**src/rtl/usb_pkg.sv**
```systemverilog
// Shared types and constants for the USB full-speed transmit path.
package usb_pkg;

  typedef enum logic [2:0] {
    IDLE,
    SYNC,
    DATA,
    EOP0,
    EOP1,
    EOPJ
  } state_t;

  // Line codes as {dp, dm}
  localparam logic [1:0] LINE_J   = 2'b10;
  localparam logic [1:0] LINE_K   = 2'b01;
  localparam logic [1:0] LINE_SE0 = 2'b00;

  localparam logic [7:0]  SYNC_PATTERN = 8'h80;
  localparam int unsigned STUFF_LIMIT  = 6;
  localparam int unsigned ONES_W       = 3;

endpackage

```
**src/rtl/usb_bank_if.sv**
```systemverilog
// Register-bank side of the transmitter: CCR start/length, payload read port, STA flags.
interface usb_bank_if #(
  parameter int unsigned LEN_W = 7
);
  logic             start_i;
  logic [LEN_W-1:0] len_i;
  logic [31:0]      rdaddr_o;
  logic [31:0]      rddata_i;
  logic [1:0]       sta_o;

  modport master (output start_i, len_i, rddata_i, input rdaddr_o, sta_o);
  modport slave  (input start_i, len_i, rddata_i, output rdaddr_o, sta_o);
endinterface

```
**src/rtl/usb_nrzi_stuffer.sv**
```systemverilog
// Bit stuffing and NRZI line encoder; stall_c flags that the next bit slot carries a stuffed 0.
module usb_nrzi_stuffer
  import usb_pkg::*;
(
  input  logic clk_i,
  input  logic rst_ni,
  input  logic clear,
  input  logic bit_tick,
  input  logic tx_bit,
  input  logic se0_req,
  input  logic j_req,
  output logic dp,
  output logic dm,
  output logic stall_c
);

  logic [ONES_W-1:0] ones_q;
  logic              lvl_q;   // 1 = J
  logic [1:0]        line_q;

  assign stall_c = (ones_q == ONES_W'(STUFF_LIMIT));
  assign dp      = line_q[1];
  assign dm      = line_q[0];

  // A stuffed bit takes priority over whatever the engine offers in that slot
  always_ff @(posedge clk_i or negedge rst_ni) begin
    if (!rst_ni) begin
      ones_q <= '0;
      lvl_q  <= 1'b1;
      line_q <= LINE_J;
    end else if (clear) begin
      ones_q <= '0;
      lvl_q  <= 1'b1;
      line_q <= LINE_J;
    end else if (bit_tick) begin
      if (stall_c || (!se0_req && !j_req && !tx_bit)) begin
        ones_q <= '0;
        lvl_q  <= ~lvl_q;
        line_q <= lvl_q ? LINE_K : LINE_J;
      end else if (se0_req) begin
        ones_q <= '0;
        lvl_q  <= 1'b1;
        line_q <= LINE_SE0;
      end else if (j_req) begin
        ones_q <= '0;
        lvl_q  <= 1'b1;
        line_q <= LINE_J;
      end else begin
        ones_q <= ones_q + ONES_W'(1);
        line_q <= lvl_q ? LINE_J : LINE_K;
      end
    end
  end

endmodule

```
**src/rtl/usb_tx_engine.sv**
```systemverilog
// USB full-speed packet transmitter: SYNC + payload + EOP with bit stuffing and NRZI.
module usb_tx_engine
  import usb_pkg::*;
#(
  parameter int unsigned CLK_DIV   = 4,
  parameter int unsigned LEN_W     = 7,
  parameter int unsigned BASE_ADDR = 16
) (
  input  logic       clk_i,
  input  logic       rst_ni,
  usb_bank_if.slave  bank,
  output logic       dp_o,
  output logic       dm_o,
  output logic       oe_o
);

  localparam int unsigned DIV_W = (CLK_DIV > 2) ? $clog2(CLK_DIV) : 1;
  localparam logic [DIV_W-1:0] DIV_LAST = DIV_W'(CLK_DIV - 1);

  state_t           state_q, state_d;
  logic [2:0]       bit_cnt_q, bit_cnt_d;
  logic [LEN_W-1:0] byte_idx_q, byte_idx_d;
  logic [LEN_W-1:0] len_q, len_d;
  logic [7:0]       shreg_q, shreg_d;
  logic [DIV_W-1:0] div_q, div_d;
  logic             oe_q, oe_d;
  logic             busy_q, busy_d;
  logic             done_q, done_d;
  logic             launch_q, launch_d;
  logic [31:0]      rdaddr_q, rdaddr_d;

  logic       bit_tick;
  logic       tick_c, tx_bit_c, se0_c, j_c, clear_c, stall_c, capture;
  logic [7:0] fetch_byte;

  // State and datapath registers
  always_ff @(posedge clk_i or negedge rst_ni) begin
    if (!rst_ni) begin
      state_q    <= IDLE;
      bit_cnt_q  <= '0;
      byte_idx_q <= '0;
      len_q      <= '0;
      shreg_q    <= '0;
      div_q      <= '0;
      oe_q       <= 1'b0;
      busy_q     <= 1'b0;
      done_q     <= 1'b0;
      launch_q   <= 1'b0;
      rdaddr_q   <= 32'(BASE_ADDR);
    end else begin
      state_q    <= state_d;
      bit_cnt_q  <= bit_cnt_d;
      byte_idx_q <= byte_idx_d;
      len_q      <= len_d;
      shreg_q    <= shreg_d;
      div_q      <= div_d;
      oe_q       <= oe_d;
      busy_q     <= busy_d;
      done_q     <= done_d;
      launch_q   <= launch_d;
      rdaddr_q   <= rdaddr_d;
    end
  end

  // Next-state: each bit tick decides the symbol for the following bit time
  always_comb begin
    state_d    = state_q;
    bit_cnt_d  = bit_cnt_q;
    byte_idx_d = byte_idx_q;
    len_d      = len_q;
    shreg_d    = shreg_q;
    div_d      = '0;
    oe_d       = oe_q;
    busy_d     = busy_q;
    done_d     = done_q;
    launch_d   = launch_q;
    tick_c     = 1'b0;
    tx_bit_c   = 1'b1;
    se0_c      = 1'b0;
    j_c        = 1'b0;
    capture    = 1'b0;
    clear_c    = (state_q == IDLE);
    fetch_byte = 8'(bank.rddata_i >> {byte_idx_q[1:0], 3'b000});
    bit_tick   = busy_q && (div_q == DIV_LAST);

    if (busy_q) div_d = bit_tick ? '0 : div_q + DIV_W'(1);

    if (state_q == IDLE) begin
      if (bank.start_i) begin
        state_d    = SYNC;
        len_d      = LEN_W'(bank.len_i);
        busy_d     = 1'b1;
        done_d     = 1'b0;
        launch_d   = 1'b1;
        div_d      = DIV_LAST;    // first tick lands on the very next edge
        bit_cnt_d  = '0;
        byte_idx_d = '0;
      end
    end else if (bit_tick) begin
      tick_c = 1'b1;
      if (launch_q) begin
        launch_d  = 1'b0;
        oe_d      = 1'b1;
        tx_bit_c  = SYNC_PATTERN[0];
        bit_cnt_d = '0;
      end else if (!stall_c) begin
        unique case (state_q)
          SYNC: begin
            if (bit_cnt_q == 3'd7) begin
              if (len_q == '0) begin
                se0_c   = 1'b1;
                state_d = EOP0;
              end else begin
                capture = 1'b1;
              end
            end else begin
              bit_cnt_d = bit_cnt_q + 3'd1;
              tx_bit_c  = SYNC_PATTERN[bit_cnt_q + 3'd1];
            end
          end
          DATA: begin
            if (bit_cnt_q == 3'd7) begin
              if (byte_idx_q == len_q) begin
                se0_c   = 1'b1;
                state_d = EOP0;
              end else begin
                capture = 1'b1;
              end
            end else begin
              bit_cnt_d = bit_cnt_q + 3'd1;
              tx_bit_c  = shreg_q[0];
              shreg_d   = shreg_q >> 1;
            end
          end
          EOP0: begin
            se0_c   = 1'b1;
            state_d = EOP1;
          end
          EOP1: begin
            j_c     = 1'b1;
            state_d = EOPJ;
          end
          default: begin
            j_c        = 1'b1;
            state_d    = IDLE;
            oe_d       = 1'b0;
            busy_d     = 1'b0;
            done_d     = 1'b1;
            div_d      = '0;
            byte_idx_d = '0;
          end
        endcase
      end
    end

    // byte_idx points at the next byte to fetch, so rdaddr leads the byte on the line
    if (capture) begin
      state_d    = DATA;
      tx_bit_c   = fetch_byte[0];
      shreg_d    = {1'b0, fetch_byte[7:1]};
      byte_idx_d = byte_idx_q + LEN_W'(1);
      bit_cnt_d  = '0;
    end

    rdaddr_d = 32'(BASE_ADDR) + (32'(byte_idx_d) & ~32'd3);
  end

  usb_nrzi_stuffer u_stuffer (
    .clk_i    (clk_i),
    .rst_ni   (rst_ni),
    .clear    (clear_c),
    .bit_tick (tick_c),
    .tx_bit   (tx_bit_c),
    .se0_req  (se0_c),
    .j_req    (j_c),
    .dp       (dp_o),
    .dm       (dm_o),
    .stall_c  (stall_c)
  );

  assign oe_o          = oe_q;
  assign bank.sta_o    = {done_q, busy_q};
  assign bank.rdaddr_o = rdaddr_q;

endmodule
```
**src/flat_wrapper.sv**
```systemverilog
// flat-port wrapper written by rule: the top's interface ports become plain ports
module usb_tx_engine_flat import usb_pkg::*;
#(
  parameter int unsigned CLK_DIV   = 4,
  parameter int unsigned LEN_W     = 7,
  parameter int unsigned BASE_ADDR = 16
)
  (clk_i, rst_ni, dp_o, dm_o, oe_o, bank_start_i, bank_len_i, bank_rddata_i, bank_rdaddr_o, bank_sta_o);
  usb_bank_if #(.LEN_W(LEN_W)) bank_i ();
  input  logic clk_i;
  input  logic rst_ni;
  output logic dp_o;
  output logic dm_o;
  output logic oe_o;
  input wire logic [$bits(bank_i.start_i)-1:0] bank_start_i;
  input wire logic [$bits(bank_i.len_i)-1:0] bank_len_i;
  input wire logic [$bits(bank_i.rddata_i)-1:0] bank_rddata_i;
  output wire logic [$bits(bank_i.rdaddr_o)-1:0] bank_rdaddr_o;
  output wire logic [$bits(bank_i.sta_o)-1:0] bank_sta_o;
  assign bank_i.start_i = bank_start_i;
  assign bank_i.len_i = bank_len_i;
  assign bank_i.rddata_i = bank_rddata_i;
  assign bank_rdaddr_o = bank_i.rdaddr_o;
  assign bank_sta_o = bank_i.sta_o;
  usb_tx_engine #(.CLK_DIV(CLK_DIV), .LEN_W(LEN_W), .BASE_ADDR(BASE_ADDR)) u_core (.clk_i(clk_i), .rst_ni(rst_ni), .bank(bank_i), .dp_o(dp_o), .dm_o(dm_o), .oe_o(oe_o));
endmodule
```
**config.mk**
```make
export PLATFORM = sky130hd
export DESIGN_NAME = usb_tx_engine_flat
export DESIGN_NICKNAME = d
export VERILOG_FILES = /design/src/rtl/usb_pkg.sv /design/src/rtl/usb_bank_if.sv /design/src/rtl/usb_nrzi_stuffer.sv /design/src/rtl/usb_tx_engine.sv /design/src/flat_wrapper.sv
export SDC_FILE = /design/constraint.sdc
export NUM_CORES = 1
export LEC_CHECK = 0
export BUFFER_PORTS_ARGS = -buffer_cell sky130_fd_sc_hd__buf_2
export CAP_MARGIN = 20
export CORE_MARGIN = 1.5
export CORE_UTILIZATION = 47
export CTS_CLUSTER_DIAMETER = 30
export CTS_CLUSTER_SIZE = 14
export DETAILED_ROUTE_END_ITERATION = 8
export GPL_TIMING_DRIVEN = 0
export PLACE_DENSITY = 0.76
export SLEW_MARGIN = 5
export SYNTH_ARGS = -nofsm -noshare
export SYNTH_HDL_FRONTEND = slang
export SYNTH_SLANG_ARGS = --single-unit
```
**constraint.sdc**
```tcl
create_clock -name clk_i -period 2.35 [get_ports clk_i]
set_input_delay 0.1175 -clock clk_i [delete_from_list [all_inputs] [get_ports clk_i]]
set_output_delay 0.1175 -clock clk_i [all_outputs]
set_load 0.05 [all_outputs]
```
==> results of run 1 <==
## critical path: stages, from the launching register on
cell	delay (ps)
dfrtp_1	380
or4_4	540
nor4_4	240
a21o_4	230
nor2_4	50
a221o_1	410
ha_4	180
xor2_1	150
## how the worst max path moves through the flow
| stage | from | endpoint |
|---|---|---|
| global route | u_core.len_q[3]$_DFFE_PN0P_ | u_core.bank.rdaddr_o[6]$_DFF_PN0_ |
| detailed placement | u_core.u_stuffer.ones_q[0]$_DFFE_PN0P_ | u_core.u_stuffer.line_q[0]$_DFFE_PN0P_ |
| finish | u_core.len_q[6]$_DFFE_PN0P_ | u_core.bank.rdaddr_o[6]$_DFF_PN0_ |
| CTS | u_core.len_q[6]$_DFFE_PN0P_ | u_core.bank.rdaddr_o[6]$_DFF_PN0_ |
| global placement | u_core.u_stuffer.ones_q[0]$_DFFE_PN0P_ | u_core.u_stuffer.line_q[0]$_DFFE_PN0P_ |
| floorplan | u_core.len_q[3]$_DFFE_PN0P_ | u_core.bank.rdaddr_o[6]$_DFF_PN0_ |
## power by group through the flow
| stage | registers (mW) | logic [mW] | clock network (mW) |
|---|---|---|---|
| after floorplan | 0.777 | 0.151 | 0 |
| after global placement | 0.771 | 0.209 | 0 |
| after detailed placement | 0.772 | 0.211 | 0 |
| after CTS | 0.757 | 0.212 | 0.458 |
| after global routing | 0.758 | 0.234 | 0.489 |
| final | 0.757 | 0.218 | 0.456 |
## area by class of cell
| type | instances | area share, % |
|---|---|---|
| plain buffers | 40 | 7.459 |
| clock buffers | 7 | 2.126 |
| clock inverters | 1 | 0.1394 |
| inverters | 8 | 0.8365 |
| multi-input cells | 227 | 45.63 |
| flip-flops and latches | 43 | 30.08 |
| well taps | 72 | 2.510 |
| repair buffers | 71 | 11.22 |
## cells in the final DEF (no fill, tap or decap), types with 3 or more instances in the layout
master and instances:
clkbuf_1 8, nand3_1 12, nand2_1 48, clkbuf_8 5, ha_1 5, a21oi_1 4
dfrtp_1 40, buf_2 55, dfstp_2 3, nor2_1 14, nor3_1 6, xnor2_1 7
inv_1 8, nand2_2 3, mux2i_1 9, conb_1 26, mux4_2 8, buf_4 49
o21ai_0 13, and3_1 3
## per-layer routing
layer | up-vias | GRT usage [%] | share of wire (%)
li1 | 1210 | - | -
met1 | 1155 | 28.75 | 42
met2 | 88 | 36.89 | 52
met3 | 9 | 3.068 | 5.0
met4 | 0 | 6.034 | 0.92
met5 | - | 0 | 0
## registers in the layout, summed over array words and instances, names as in the netlist, 2 cells and up
register and cells:
u_core.len_q 7, u_core.bank.rdaddr_o 4, u_core.u_stuffer.ones_q 3, u_core.shreg_q 7, u_core.u_stuffer.line_q 2, u_core.div_q 2, u_core.byte_idx_q 7, u_core.bit_cnt_q 3
u_core.state_q 3
## kinds of logic (layout without fill, tap and decap cells)
group                    count (synthesis)  count (layout)  share of synthesized area [%]
AND/OR/NAND/NOR                        109             109                          18.82
AO/OA/AOI/OAI                           56              56                          14.61
buffers and inverters                   50             127                          10.89
flip-flops                              43              43                          38.67
multiplexers                            19              19                          10.48
XOR/XNOR                                 9               9                          2.823
adder cells (fa/ha/maj)                  8               8                          3.584
other                                    1              26                         0.1343
## per-stage QoR
| step | cells | instance area (µm²) |
|---|---|---|
| 6_report | 469 | 3590 |
| 2_1_floorplan | 320 | 2890 |
| 3_3_place_gp | 444 | 3241 |
| 5_1_grt | 469 | 3590 |
| 3_5_place_dp | 444 | 3241 |
| 4_1_cts | 462 | 3481 |
## what timing repair did
item,CTS,global route
endpoints found under the setup margin,20,20
buffers inserted,12,7
pin swaps,11,15
gates resized for setup,16,14
==> impl_metrics.toml, run 1 <==
[synthesis]
ys_seq_elements = 43
synth_warnings = 0
synth-edff-count = 0
yosysTopAreaCell = "dfrtp_1"
synthTopCellsByArea = "dfrtp_1 (36%), buf_4 (8.1%), nand2_1 (6.9%), mux4_2 (6.5%), ha_1 (3.6%)"
yosysMostFrequentCell = "nand2_1"
synth_area_um2 = 2793
synthCells = 295
syn_avg_cell_area_um2 = 9.467
synth_seq_area_share_pct = 38.66
synth_top_area_share_pct = 35.84
synth_flop_cell = "dfrtp_1"
synth_cell_types = 55
synth_common_cells = "nand2_1 (51), dfrtp_1 (40), buf_4 (30)"
async_flop_share_pct = 100.0

[timing]
post-route-period-util_pct = 97.49
hold_viol_final = 38
setup_ws_ps = 58.90
max_freq_ghz = 0.4365
hold_ws_ps = -28.52
relSlewSlack_pct = 36.26
worstMarginPinSlew_ps = 956.1
setup_tns_ps = 0
finalMaxSlewViolations = 0
final.min_clock_period_ps = 2291
finalSetupViolCount = 0
fin_skew_ps = 8.234
rsz0062_at_grt = "yes"

[final_layout]
multiInputGateArea_um2 = 1638
utilization_pct = 64.01
fillers = 481
drive_gt1_share_pct = 38.29
antennaDiodeCount = 0
nets = 446
seq_area_um2 = 1080
syn2layout_area_growth_pct = 28.54

[pwr]
power_leakage_nw = 1.715
p_seq_share_pct = 52.9
powerDensity_nw_per_um2 = 398.9
internal_power_mw = 1.037
vdd_drop_max_mv = 0.3122
pwr-share-clk_pct = 31.9
total_power_mw = 1.432
combPwrFrac_pct = 15.3
p_sw_uw = 394.8
p_sw_share_pct = 27.57

[worst_hold_path]
min_path_type = "input port to async pin"

[routing]
drt_first_pass_iters = 4
drt_wl_total_um = 6716
wl_per_cell_um = 14.32
avgViaCountPerCell = 5.249
antenna_left = 0
via_count = 2462
drc = 0
drt_iter0_drc = 271

[worst_setup_path]
r2r_slack_ps = 60
cp_max_fo = 5
startpoint_type = "register"
cp.required_ps = 2530
reg2reg_from = "u_core.len_q[6]$_DFFE_PN0P_"
crit_type = "register to register"
end_kind = "register"
r2r.worst_path.cells = 7
worstReg2RegEnd = "u_core.bank.rdaddr_o[6]$_DFF_PN0_"
cp.arrival_ps = 2470

[clocking]
cts-buffers-inserted = 5
insertion_delay_ps = 290
hold_buffers = 0
path_clk_slew_ps = 80
clock-root-buffer = "clkbuf_8"
cts_buffer_depth = 2
htreeDepth = 2
cts_tree = "done"
clock_sinks = 43

[floorplan]
rows = 27
die_w_um = 80.09
fp.coreArea_um2 = 5608
initial_utilization_pct = 49.80
top_level_ports = 79
die-area_um2 = 6414
die_h_um = 80.09

[flow_run]
maxCapViolations = 0

[place]
routabilityCongestion = 0.9351
dp_hpwl_um = 4736
io_buffers = 52
place_ws_ps = -316.3

[global_routing]
grt_pass1_wl_um = 10960
grt-ovfl-total = 0
grt_pass1_vias = 2383
track_usage_pct = 21.66
grt_max_degree = 44
grt_antenna_before_repair = 0

[outcome]
status = "complete, but fails checks"
violations = "negative hold slack"
Power figures use the tool's default switching activity.
==> run 2, diff against run 1 <==
--- a/config.mk
+++ b/config.mk
@@ -14,6 +14,7 @@
 export DETAILED_ROUTE_END_ITERATION = 8
 export GPL_TIMING_DRIVEN = 0
 export PLACE_DENSITY = 0.76
+export SETUP_SLACK_MARGIN = 0.5
 export SLEW_MARGIN = 5
 export SYNTH_ARGS = -nofsm -noshare
 export SYNTH_HDL_FRONTEND = slang
==> run 2 against run 1 <==
Against the previous run: the flow finishes with violations (negative setup slack); worst hold slack improved by 190 ps; via count up 3.3%; die area unchanged; total power up 9.8%; critical path type unchanged; cell count rose by 3.2%; sequential power barely moved; register-to-register slack lost 60 ps; worst setup slack worse by 61 ps; first-iteration DRC count fell by 18%.
==> impl_metrics.toml, run 2 (same netlist as run 1, synthesis figures left out) <==
[final_layout]
drive_gt1_share_pct = 41.02
antennaDiodeCount = 0
fillers = 455
nets = 461
final_common_cell = "buf_2"
multiInputGateArea_um2 = 1732
reg.largest.list = "u_core.byte_idx_q: 7 flops, u_core.len_q: 7 flops, u_core.shreg_q: 7 flops"
layout_common_cells = "buf_2 (55), nand2_1 (48), buf_4 (44)"
seq_area_um2 = 1080
syn2layout_area_growth_pct = 39.29
final_cell_area_um2 = 3890

[clocking]
cts-buffers-inserted = 5
clock_sinks = 43
path_clk_slew_ps = 90
cts_buffer_depth = 2
cts_tree = "done"
clock-root-buffer = "clkbuf_8"
htreeDepth = 2
insertion_delay_ps = 310

[place]
dp_hpwl_um = 4729
postPlaceCellArea_um2 = 3299
routabilityCongestion = 0.9060
io_buffers = 52

[timing]
setup_ws_ps = -1.693
relSlewSlack_pct = 36.24
post-route-period-util_pct = 100.1
hold_viol_final = 0
final.min_clock_period_ps = 2352
fin_skew_ps = 9.297
finalMaxSlewViolations = 0
rsz0062_at_grt = "yes"
max_freq_ghz = 0.4252
worstMarginPinSlew_ps = 956.4
finalSetupViolCount = 1

[pwr]
total_power_mw = 1.572
p_sw_share_pct = 26.64
power_leakage_nw = 1.826
pwr-share-clk_pct = 37.2
combPwrFrac_pct = 14.6
internal_power_mw = 1.153
p_sw_uw = 418.8
vdd_drop_max_mv = 0.3257
p_seq_share_pct = 48.2
powerDensity_nw_per_um2 = 404.2

[routing]
avgViaCountPerCell = 5.256
wl_per_cell_um = 14.74
drt_wl_total_um = 7136
antenna_left = 0
drt_first_pass_iters = 4
via_count = 2544
drc = 0
drt_iter0_drc = 221

[global_routing]
use_met1_pct = 29.37
grt_busiest_layer = "met2"
grt_max_degree = 44
grt-ovfl-total = 0
grt_util_met2_pct = 35.71
use_met3_pct = 4.091
grt_pass1_vias = 2401
grt_pass1_wl_um = 11000
track_usage_pct = 22.22
grt_antenna_before_repair = 0

[worst_setup_path]
slowest_delay_ps = 420
startpoint_type = "register"
end_kind = "register"
path_buf_inv = 2
cp_top_family = "simple AND/OR/NAND/NOR gates"
cp.arrival_ps = 2550
r2r_slack_ps = -2
cp.required_ps = 2540
cp_common_cell = "buf_4"
crit_cells = 9
worstSetupStartpoint = "u_core.len_q[4]$_DFFE_PN0P_"
r2r.worst_path.cells = 9
cp_slowest_cell = "a221o_1"
worstReg2RegEnd = "u_core.bank.rdaddr_o[6]$_DFF_PN0_"
reg2reg_from = "u_core.len_q[4]$_DFFE_PN0P_"
crit_type = "register to register"
crit_path_cell_trace = "buf_4 > xnor2_1 > nand4_1 > buf_4 > nor3_4 > nor2_4 > a221o_1 > ha_4 > xor2_1"
cp_max_fo = 5
cp-endpoint = "u_core.bank.rdaddr_o[6]$_DFF_PN0_"

[worst_hold_path]
min_path_type = "input port to register"
min-delay-start = "bank_start_i"

[floorplan]
fp.coreArea_um2 = 5608
top_level_ports = 79
die_h_um = 80.09
initial_utilization_pct = 49.80
die-area_um2 = 6414
die_w_um = 80.09
rows = 27

[outcome]
violations = "negative setup slack"
status = "complete, but fails checks"

[flow_run]
maxCapViolations = 0
[run 2: cell types whose count changed in the layout (fill, tap and decap cells not counted), sizes merged]
cell / delta
clkinvlp: +1
clkinv: -1
clkbuf: +1
bufinv: +1
buf: +5
dlygate4sd3: +8
[run 2: routing by layer]
| layer | part of all wire, % | vias to the layer above |
|---|---|---|
| met1 | 42 | 1215 |
| met4 | 1.8 | 0 |
| met2 | 51 | 77 |
| li1 | - | 1236 |
| met5 | 0 | - |
| met3 | 5.1 | 16 |
[run 2: area by class of cell]
type	instances	share of cell area [%]
multi-input combinational	227	44.52
sequential	43	27.76
tap	72	2.316
buffer	42	7.462
inverter	8	0.7720
clock buffer	6	1.866
clock inverter	2	0.9649
timing repair buffer	84	14.35
[run 2: worst min-delay path by stage]
stage	cells after the start	slack (ps)	end
2_1_floorplan	0	-180	u_core.bank.rdaddr_o[5]$_DFF_PN0_
3_3_place_gp	1	310	u_core.u_stuffer.ones_q[0]$_DFFE_PN0P_
3_5_place_dp	3	310	u_core.len_q[6]$_DFFE_PN0P_
4_1_cts	3	150	u_core.div_q[1]$_DFF_PN0_
5_1_grt	3	150	u_core.div_q[1]$_DFF_PN0_
6_report	3	160	u_core.div_q[1]$_DFF_PN0_
[run 2: through the flow]
stage / setup TNS [ps] / cells / utilization [%] / setup slack, ps / hold WS, ps
after floorplan: 0 / 320 / - / 23.39 / -178.1
after global placement: -861.3 / 444 / 58.84 / -210.5 / 306.8
after detailed placement: -1490 / 444 / 58.84 / -267.6 / 310.5
after CTS: 0 / 472 / 66.38 / 16.38 / 148.6
after global routing: -260.6 / 484 / 69.37 / -93.54 / 153.1
final: -1.693 / 484 / 69.37 / -1.693 / 160.7
[run 2: power groups by stage]
| stage | Combinational (mW) | Clock [mW] | Sequential, mW |
|---|---|---|---|
| 2_1_floorplan | 0.151 | 0 | 0.777 |
| 3_3_place_gp | 0.210 | 0 | 0.771 |
| 3_5_place_dp | 0.212 | 0 | 0.772 |
| 4_1_cts | 0.224 | 0.595 | 0.757 |
| 5_1_grt | 0.245 | 0.627 | 0.760 |
| 6_report | 0.230 | 0.584 | 0.758 |
[run 2: tightest hold or removal path, cell delays in order]
cell and delay (ps):
buf_2 100, a21boi_0 80, o22ai_1 120
[run 2: repair_timing]
| action | 4_1_cts | 5_1_grt |
|---|---|---|
| pin swaps | 18 | 20 |
| hold buffers | 8 | 0 |
| resized for setup | 30 | 20 |
| endpoints found under the setup margin | 28 | 30 |
| endpoints found under the hold margin | 47 | 0 |
| buffers inserted | 12 | 12 |
